## config.mk

```make
export PLATFORM = sky130hd
export DESIGN_NAME = lpddr2_avalon_bridge
export DESIGN_NICKNAME = d
export VERILOG_FILES = /design/src/rtl/lpddr2_avalon_bridge.sv
export SDC_FILE = /design/constraint.sdc
export NUM_CORES = 1
export LEC_CHECK = 0
export ABC_AREA = 1
export CORE_AREA = 2 2 163 165
export DETAILED_ROUTE_END_ITERATION = 10
export DIE_AREA = 0 0 165 167
export SYNTH_ARGS = -nofsm -noshare
export SYNTH_HDL_FRONTEND = slang
export SYNTH_SLANG_ARGS = --single-unit
```

## constraint.sdc

```tcl
create_clock -name clk -period 6.2 [get_ports clk]
set_input_delay 1.86 -clock clk [delete_from_list [all_inputs] [get_ports clk]]
set_output_delay 1.86 -clock clk [all_outputs]
set_load 0.05 [all_outputs]
```

## src/rtl/lpddr2_avalon_bridge.sv

```systemverilog
// lpddr2_avalon_bridge: CPU level-style requests to single-beat Avalon-MM with a one-entry read buffer
module lpddr2_avalon_bridge #(
  parameter int AW = 27,
  parameter int DW = 32,
  parameter int TIMEOUT = 1023
) (
  input  logic            clk,
  input  logic            rst,
  input  logic [AW-1:0]   address,
  input  logic [DW-1:0]   write_data,
  input  logic            read_req,
  input  logic            write_req,
  output logic [DW-1:0]   read_data,
  output logic            stall,
  output logic            err,
  input  logic            local_init_done,
  output logic [AW-1:0]   avl_addr,
  output logic [DW-1:0]   avl_wdata,
  output logic [DW/8-1:0] avl_be,
  output logic [2:0]      avl_size,
  output logic            avl_burstbegin,
  output logic            avl_read_req,
  output logic            avl_write_req,
  input  logic            avl_ready,
  input  logic [DW-1:0]   avl_rdata,
  input  logic            avl_rdata_valid
);
  localparam int CW = $clog2(TIMEOUT + 1);
  typedef enum logic [1:0] {IDLE, WR_ISSUE, RD_ISSUE, RD_WAIT} state_t;
  state_t        state_q;
  logic          buf_valid_q;
  logic [AW-1:0] buf_tag_q;
  logic [DW-1:0] read_data_q;
  logic          err_q;
  logic [AW-1:0] avl_addr_q;
  logic [DW-1:0] avl_wdata_q;
  logic          avl_read_req_q;
  logic          avl_write_req_q;
  logic          avl_burstbegin_q;
  logic [CW-1:0] cnt_q;
  logic          hit;
  assign hit            = buf_valid_q && (buf_tag_q == address);
  assign stall          = !local_init_done || state_q != IDLE || write_req || (read_req && !hit);
  assign read_data      = read_data_q;
  assign err            = err_q;
  assign avl_addr       = avl_addr_q;
  assign avl_wdata      = avl_wdata_q;
  assign avl_be         = '1;
  assign avl_size       = 3'd1;
  assign avl_burstbegin = avl_burstbegin_q;
  assign avl_read_req   = avl_read_req_q;
  assign avl_write_req  = avl_write_req_q;
  always_ff @(posedge clk or posedge rst)
    if (rst) begin
      state_q          <= IDLE;
      buf_valid_q      <= 1'b0;
      buf_tag_q        <= '0;
      read_data_q      <= '0;
      err_q            <= 1'b0;
      avl_addr_q       <= '0;
      avl_wdata_q      <= '0;
      avl_read_req_q   <= 1'b0;
      avl_write_req_q  <= 1'b0;
      avl_burstbegin_q <= 1'b0;
      cnt_q            <= '0;
    end else begin
      avl_burstbegin_q <= 1'b0;
      case (state_q)
        IDLE:
          if (local_init_done) begin
            if (write_req) begin
              avl_addr_q       <= address;
              avl_wdata_q      <= write_data;
              avl_write_req_q  <= 1'b1;
              avl_burstbegin_q <= 1'b1;
              state_q          <= WR_ISSUE;
            end else if (read_req && !hit) begin
              avl_addr_q       <= address;
              avl_read_req_q   <= 1'b1;
              avl_burstbegin_q <= 1'b1;
              state_q          <= RD_ISSUE;
            end
          end
        WR_ISSUE:
          if (avl_ready) begin
            // write-through: the written word becomes the buffered word
            avl_write_req_q <= 1'b0;
            buf_tag_q       <= avl_addr_q;
            read_data_q     <= avl_wdata_q;
            buf_valid_q     <= 1'b1;
            state_q         <= IDLE;
          end
        RD_ISSUE:
          if (avl_ready) begin
            avl_read_req_q <= 1'b0;
            cnt_q          <= '0;
            state_q        <= RD_WAIT;
          end
        RD_WAIT:
          if (avl_rdata_valid) begin
            read_data_q <= avl_rdata;
            buf_tag_q   <= avl_addr_q;
            buf_valid_q <= 1'b1;
            state_q     <= IDLE;
          end else if (cnt_q == CW'(TIMEOUT)) begin
            // abandon the read; the still-held request reissues from IDLE
            err_q       <= 1'b1;
            buf_valid_q <= 1'b0;
            state_q     <= IDLE;
          end else begin
            cnt_q <= cnt_q + 1'b1;
          end
        default: state_q <= IDLE;
      endcase
    end
endmodule

```

==> results.md, run 1 <==
* Status: complete, no violations
* Syn Area/Cell at 9.50 sq um
* Fin. max-slew vios at 0
* CP Class: primary input to output pin
* Setup Viol. Count Final at 0
* Initial antenna violation count at 1
* H-tree depth at 4
* Die width at 165 um
* First-iteration detailed-routing DRC count at 192
* Crit path DAT at 3630 ps
* Top FF cell, synth: dfrtp_1
* Worst Hold Class: register to register
* Final Hold Viols at 0
* TritonCTS clock tree: done
* Post-detailed-route wirelength per cell at 14.3 um
* Die area at 27600 sq um
* Largest net degree at the start of global routing at about 110
* Core area at 25800 sq um
* Mapped Cells at 670
* Drt via density at 4.20
* First-pass GRT wire length at between 20 and 30 mm
* Congestion Overflow GR at 0
* #FFs+latches synth at 135
* Routed Antenna Nets at 0
* Min Tclk post-route at between 5000 and 6000 ps
* Post-CTS Setup Repair Bufs at 0
* DRC errors left at 0
* Hold WS at 484 ps
* Fillers at ~2600
* Nets@finish at between 900 and 1000
* Worst EP required at about 4300 ps
* Port bufs at 193
* Clock skew at roughly 18 ps
* Async SR Flop Fraction at 100%
* Maximum vdd drop at between 0.2 and 0.3 mV
* Final worst setup slack at 708 ps
* Int Power at 2.85 mW
* Starting Density at 24.7%
* Detailed-route via count at 5070
* Pre-CTS setup slack at 629 ps
* RD Place Congestion at just over 0.8
* Worst-skew pair later-pin latency at 420 ps
* Mapped Area at 6360 sq um
* Comb pwr share at 52.3%
* DIE HEIGHT at 167 um
* Synth cell types at 40
* CP endpoint kind: output pin
* Clock Sinks at 135
* Area delta synth->final at 43.3%
* Total CTS buffers at 17
* First-pass DRT Iterations at 4
* Max clock buf depth at 2
* Routed wire length at approximately 17 mm
* Post-cts hold buffer count at 0
* DPL Wire Length at about 12 mm
* Slew at the pin closest to its max-slew limit at 1040 ps
* Lkg Pwr at between 4 and 5 nW
* Tcrit/Tclk final at 88.6%
* Gr usage total at 13.1%
* Vias in the first global route at 5319
* Seq pwr share at between 20% and 30%
* Max_cap viols at 0
* RSZ-0062 raised after global routing: no
* Root Driver: clkbuf_16
* Net Sw Power at between 2 and 3 mW
* I/O pins at roughly 200
* Setup TNS at 0 ps
* Max Clk Rate at 182 MHz
* Row count at between 50 and 60
* Number of flops mapped to enable cells by yosys at 0
* Worst-path clk slew at 60 ps
* Post-CTS resize count at 0
* ANT cells at 0
* Worst slew margin at a little under a third
* Max Fanout on Critical Path at 4
* Yosys warning count at 0
* Sequential-to-total area share from yosys stat at 53.1%
* Share of layout cells above drive strength 1 at 15.8%
* Setup crit start kind: primary input
* Clock group share of total power at a little under a fifth
* Switch share at 47.6%
* Pwr/cell area at 597 nW/um^2
==> routing by layer <==
metal / up-vias / track usage (%) / wire length, um
li1: 2504 / - / -
met4: 0 / 4.20 / 290
met3: 13 / 5.63 / 1760
met1: 2364 / 16.0 / 7380
met5: - / 0 / 0
met2: 189 / 20.6 / 7870
==> per-stage QoR <==
step	instances	instance area [sq um]	util, %	power, mW
after floorplan	675	6380	-	3.55
after global placement	1176	8530	33.1	4.47
after detailed placement	1176	8530	33.1	4.50
after CTS	1208	9120	35.4	5.53
after global routing	1208	9120	35.4	5.81
final	1208	9120	35.4	5.44
==> registers in the layout, summed over array words and instances (netlist names) <==
name            count
avl_addr           27
avl_burstbegin      1
avl_read_req        1
avl_wdata          32
avl_write_req       1
buf_tag_q          27
buf_valid_q         1
cnt_q              10
err                 1
read_data          32
state_q             2
==> power groups by stage <==
stage	logic, mW	registers, mW	clock network, mW
2_1_floorplan	0.986	2.56	0
3_3_place_gp	2.87	1.59	0
3_5_place_dp	2.89	1.61	0
4_1_cts	2.89	1.60	1.04
5_1_grt	3.07	1.66	1.08
6_report	2.85	1.60	0.998
==> final cells by class <==
class | instances | area (sq um) | share of cell area (%)
multi-input combinational | 430 | 2480 | 27.2
clock inverter | 14 | 143 | 1.56
inverter | 79 | 302 | 3.31
sequential | 135 | 3380 | 37.1
clock buffer | 18 | 439 | 4.82
tap | 335 | 419 | 4.60
timing repair buffer | 197 | 1960 | 21.5
==> final timing paths <==
path	start	end	slack, ps	depth (start not counted)
max	address[22]	stall	710	11
min	read_data[19]	read_data[19]	480	2
max reg2reg	state_q[0]	buf_tag_q[9]	3450	8
min reg2reg	read_data[19]	read_data[19]	480	2
max in group asynchronous	rst	avl_addr[14]	3130	3
min in group asynchronous	rst	avl_wdata[28]	2080	2
==> cells in the final DEF (no fill, tap or decap), types with 4 or more instances in the layout <==
| cell | netlist | final |
|---|---|---|
| o21ai_2 | 22 | 22 |
| nand2_1 | 151 | 151 |
| inv_1 | 68 | 67 |
| o21ai_0 | 35 | 35 |
| nor2_1 | 49 | 49 |
| inv_6 | 0 | 4 |
| mux2i_1 | 32 | 32 |
| conb_1 | 2 | 7 |
| nor3_1 | 5 | 5 |
| nand3_1 | 9 | 9 |
| buf_4 | 10 | 5 |
| clkbuf_16 | 0 | 17 |
| nand2_2 | 25 | 25 |
| nor2_2 | 4 | 4 |
| dfrtp_1 | 135 | 135 |
| a21oi_1 | 31 | 31 |
| o21ai_1 | 10 | 10 |
| clkdlybuf4s50_1 | 0 | 192 |
| inv_2 | 11 | 11 |
| clkinv_4 | 0 | 6 |
| mux2_2 | 32 | 32 |
==> cell families (layout without fill, tap and decap cells) <==
| family | after synthesis | after routing | share of synthesized area (%) |
|---|---|---|---|
| simple gates | 251 | 251 | 17.2 |
| flops | 135 | 135 | 53.1 |
| buf+inv | 110 | 308 | 8.40 |
| compound gates | 104 | 104 | 9.81 |
| mux | 66 | 66 | 11.1 |
| other cells | 2 | 7 | 0.118 |
| fa+ha+maj | 1 | 1 | 0.197 |
| xor+xnor | 1 | 1 | 0.138 |
==> critical path, stage by stage <==
cell,delay [ps]
clkdlybuf4s50_1,480
inv_1,60
nand2_1,50
nand2_1,80
nor2_1,250
nand2_1,90
nor2_1,90
nand2_1,110
o21ai_4,230
nand3_1,120
buf_4,210
==> synthesized netlist by cell type, drive strengths merged (2+ instances only) <==
| master | n | area (sq um) |
|---|---|---|
| mux2i | 32 | 320 |
| nand3 | 10 | 55.1 |
| a21oi | 31 | 155 |
| nor2 | 54 | 229 |
| o21ai | 68 | 434 |
| inv | 79 | 297 |
| clkbuf | 3 | 13.8 |
| buf | 28 | 224 |
| mux2 | 34 | 383 |
| nor3 | 6 | 35.0 |
| conb | 2 | 7.51 |
| dfrtp | 135 | 3380 |
| nand2 | 178 | 754 |
No activity file was read; power rests on OpenSTA's default activity.
==> run 2, diff against run 1 <==
--- a/config.mk
+++ b/config.mk
@@ -9,6 +9,7 @@
 export CORE_AREA = 2 2 163 165
 export DETAILED_ROUTE_END_ITERATION = 10
 export DIE_AREA = 0 0 165 167
+export SKIP_LAST_GASP = 1
 export SYNTH_ARGS = -nofsm -noshare
 export SYNTH_HDL_FRONTEND = slang
 export SYNTH_SLANG_ARGS = --single-unit
==> results of run 2 <==
Same layout as run 1: the final DEF is identical, and so are final timing and power.
==> run 3, diff against run 2 <==
--- a/config.mk
+++ b/config.mk
@@ -6,9 +6,11 @@
 export NUM_CORES = 1
 export LEC_CHECK = 0
 export ABC_AREA = 1
-export CORE_AREA = 2 2 163 165
+export CORE_AREA = 2 2 106 108
 export DETAILED_ROUTE_END_ITERATION = 10
-export DIE_AREA = 0 0 165 167
+export DIE_AREA = 0 0 108 110
+export DONT_BUFFER_PORTS = 1
+export PLACE_DENSITY = 0.75
 export SKIP_LAST_GASP = 1
 export SYNTH_ARGS = -nofsm -noshare
 export SYNTH_HDL_FRONTEND = slang
==> run 3 against run 2 <==
Net effect:
- first-iteration DRC count decreased by 2.6%
- die area shrank 57%
- sequential share of layout area is 12 points higher
- flip-flop and latch count stayed put
- non-clock buffer count decreased by 194
- clock power fell by 2.5%
- largest cell class unchanged
- maximum frequency is 9.3% higher
- global-route usage increased by 11 points
- count of clock-buffer cells in the layout increased by 4
- worst setup slack gained 470 ps
- combinational power decreased by 61%
==> results.md, run 3 (synthesis results as in run 1) <==
* Seq pwr share at 56.3% (+27 points)
* Gr usage total at 23.6% (+11 points)
* Lkg Pwr at 3.56 nW (-17%)
* Clock Sinks at 135 (unchanged)
* Congestion Overflow GR at 0 (unchanged)
* First-iteration detailed-routing DRC count at 187 (-2.6%)
* Placed Area at 6350 sq um (-26%)
* I/O pins at 201 (unchanged)
* Vias in the first global route at 4379 (-18%)
* Root Driver: clkbuf_8
* Die width at 108 um (-35%)
* Commonest non-fill, non-tap cell in the layout: nand2_1
* Post-CTS Setup Repair Bufs at 0 (unchanged)
* Post-CTS resize count at 0 (unchanged)
* Max Fanout on Critical Path at 4 (unchanged)
* Worst-skew pair later-pin latency at 520 ps (+100 ps)
* Starting Density at 59.5% (+35 points)
* Final Hold Viols at 0 (unchanged)
* Maximum vdd drop at 0.391 mV (+38%)
* Cell family with most CP delay: simple AND/OR/NAND/NOR gates
* Port bufs at 0 (-100%)
* Nets@finish at 765 (-20%)
* Max_cap viols at 0 (unchanged)
* Crit path DAT at 3170 ps (-460 ps)
* Cell mode on critical path: nand2_1
* Total CTS buffers at 17 (unchanged)
* Setup TNS at 0 ps (unchanged)
* Switch share at 51.0% (+3.4 points)
* DIE HEIGHT at 110 um (-34%)
* Worst-path clk slew at 60 ps (about the same)
* Post-detailed-route wirelength per cell at 16.9 um (+18%)
* Row count at 38 (-36%)
* RSZ-0062 raised after global routing: no
* Area delta synth->final at 9.03%
* Pwr Total at 4.76 mW (-13%)
* ANT cells at 0 (unchanged)
* Setup crit start kind: primary input
* DPL Wire Length at 9.84 mm (-21%)
* Clock skew at 7.82 ps (-10.3 ps)
* Initial antenna violation count at 0 (-1)
* Pwr/cell area at 686 nW/um^2 (+15%)
* Fin. max-slew vios at 0 (unchanged)
* Slowest CP cell: nand3_1
* Max clock buf depth at 2 (unchanged)
* Buf+Inv Stages, Crit Path at 1 (-2)
* Worst slew margin at 49.1% (+18 points)
* H-tree depth at 4 (unchanged)
* Design area at 6940 sq um (-24%)
* Routed Antenna Nets at 0 (unchanged)
* Comb pwr share at 23.3% (-29 points)
* Post-cts hold buffer count at 0 (unchanged)
* Routed wire length at 13.8 mm (-20%)
* Slew at the pin closest to its max-slew limit at 761 ps (-274 ps)
* Drt via density at 5.40 (+29%)
* Most frequent cells in the layout: 151 x nand2_1, 135 x dfrtp_1, 67 x inv_1
* TritonCTS clock tree: done
* Max Clk Rate at 199 MHz (+9.3%)
* RD Place Congestion at 0.811 (-1.5%)
* First-pass GRT wire length at 21.3 mm (-24%)
* Share of layout cells above drive strength 1 at 19.7% (+3.9 points)
* Setup Viol. Count Final at 0 (unchanged)
* Detailed-route via count at 4423 (-13%)
* Min Tclk post-route at 5030 ps (-465 ps)
* Worst EP required at 4340 ps (about the same)
* Die area at 11900 sq um (-57%)
* Tcrit/Tclk final at 81.1% (-7.5 points)
* Int Power at 2.33 mW (-18%)
* Status: complete, no violations
* Crit-path max cell delay at 460 ps (-20 ps)
* Core area at 10700 sq um (-58%)
* Worst Hold Class: register to register
* Largest net degree at the start of global routing at 80 (-29%)
* CP endpoint kind: output pin
* First-pass DRT Iterations at 5 (+1)
* Net Sw Power at 2.43 mW (-6.3%)
* Worst path cell trace: inv_1 > nand2_1 > nand2_1 > nor2_1 > nand2_1 > nor2_1 > nand2_1 > o21ai_4 > nand3_1
* Clock group share of total power at 20.5% (+2.2 points)
* DRC errors left at 0 (unchanged)
* R2R Setup Slk at 3350 ps (-100 ps)
* CP Class: primary input to output pin
run 3: final timing paths:
| kind | start | end | cells after the start |
|---|---|---|---|
| worst max register to register | state_q[0] | buf_tag_q[16] | 7 |
| max in group asynchronous | rst | read_data[0] | 2 |
| min in group asynchronous | rst | avl_write_req | 1 |
| worst min-delay path | buf_tag_q[25] | buf_tag_q[25] | 1 |
| worst max-delay path | address[19] | stall | 9 |
| worst min register to register | buf_tag_q[25] | buf_tag_q[25] | 1 |
run 3: power groups by stage:
stage | Clock (mW) | Combinational [mW] | Sequential, mW
floorplan | 0 | 0.986 | 2.56
global placement | 0 | 1.05 | 2.68
detailed placement | 0 | 1.12 | 2.70
CTS | 0.988 | 1.12 | 2.68
global route | 1.03 | 1.25 | 2.73
finish | 0.973 | 1.11 | 2.68
run 3: final cells by class:
class                   count  area [sq um]
well taps                 140           175
clock inverters            10           120
repair buffers              3          22.5
clock buffers              22           463
inverters                  79           302
flip-flops and latches    135          3380
multi-input cells         430          2480
fillers                   848          3760
run 3: metrics by stage:
stage / setup slack (ps) / std cells / hold slack [ps] / util, %
after floorplan: 729 / 675 / 458 / -
after CTS: 1170 / 819 / 528 / 64.8
after detailed placement: 1240 / 787 / 513 / 59.4
after global placement: 1240 / 787 / 501 / 59.4
final: 1170 / 819 / 522 / 64.8
after global routing: 1100 / 819 / 553 / 64.8
run 3: routing by layer:
layer  up-vias  share of wire [%]  GRT usage [%]
met5         -                  0              0
li1       2106                  -              -
met4         0                2.5           9.89
met2       161                 50           39.3
met3        27                9.1           9.47
met1      2129                 38           27.2
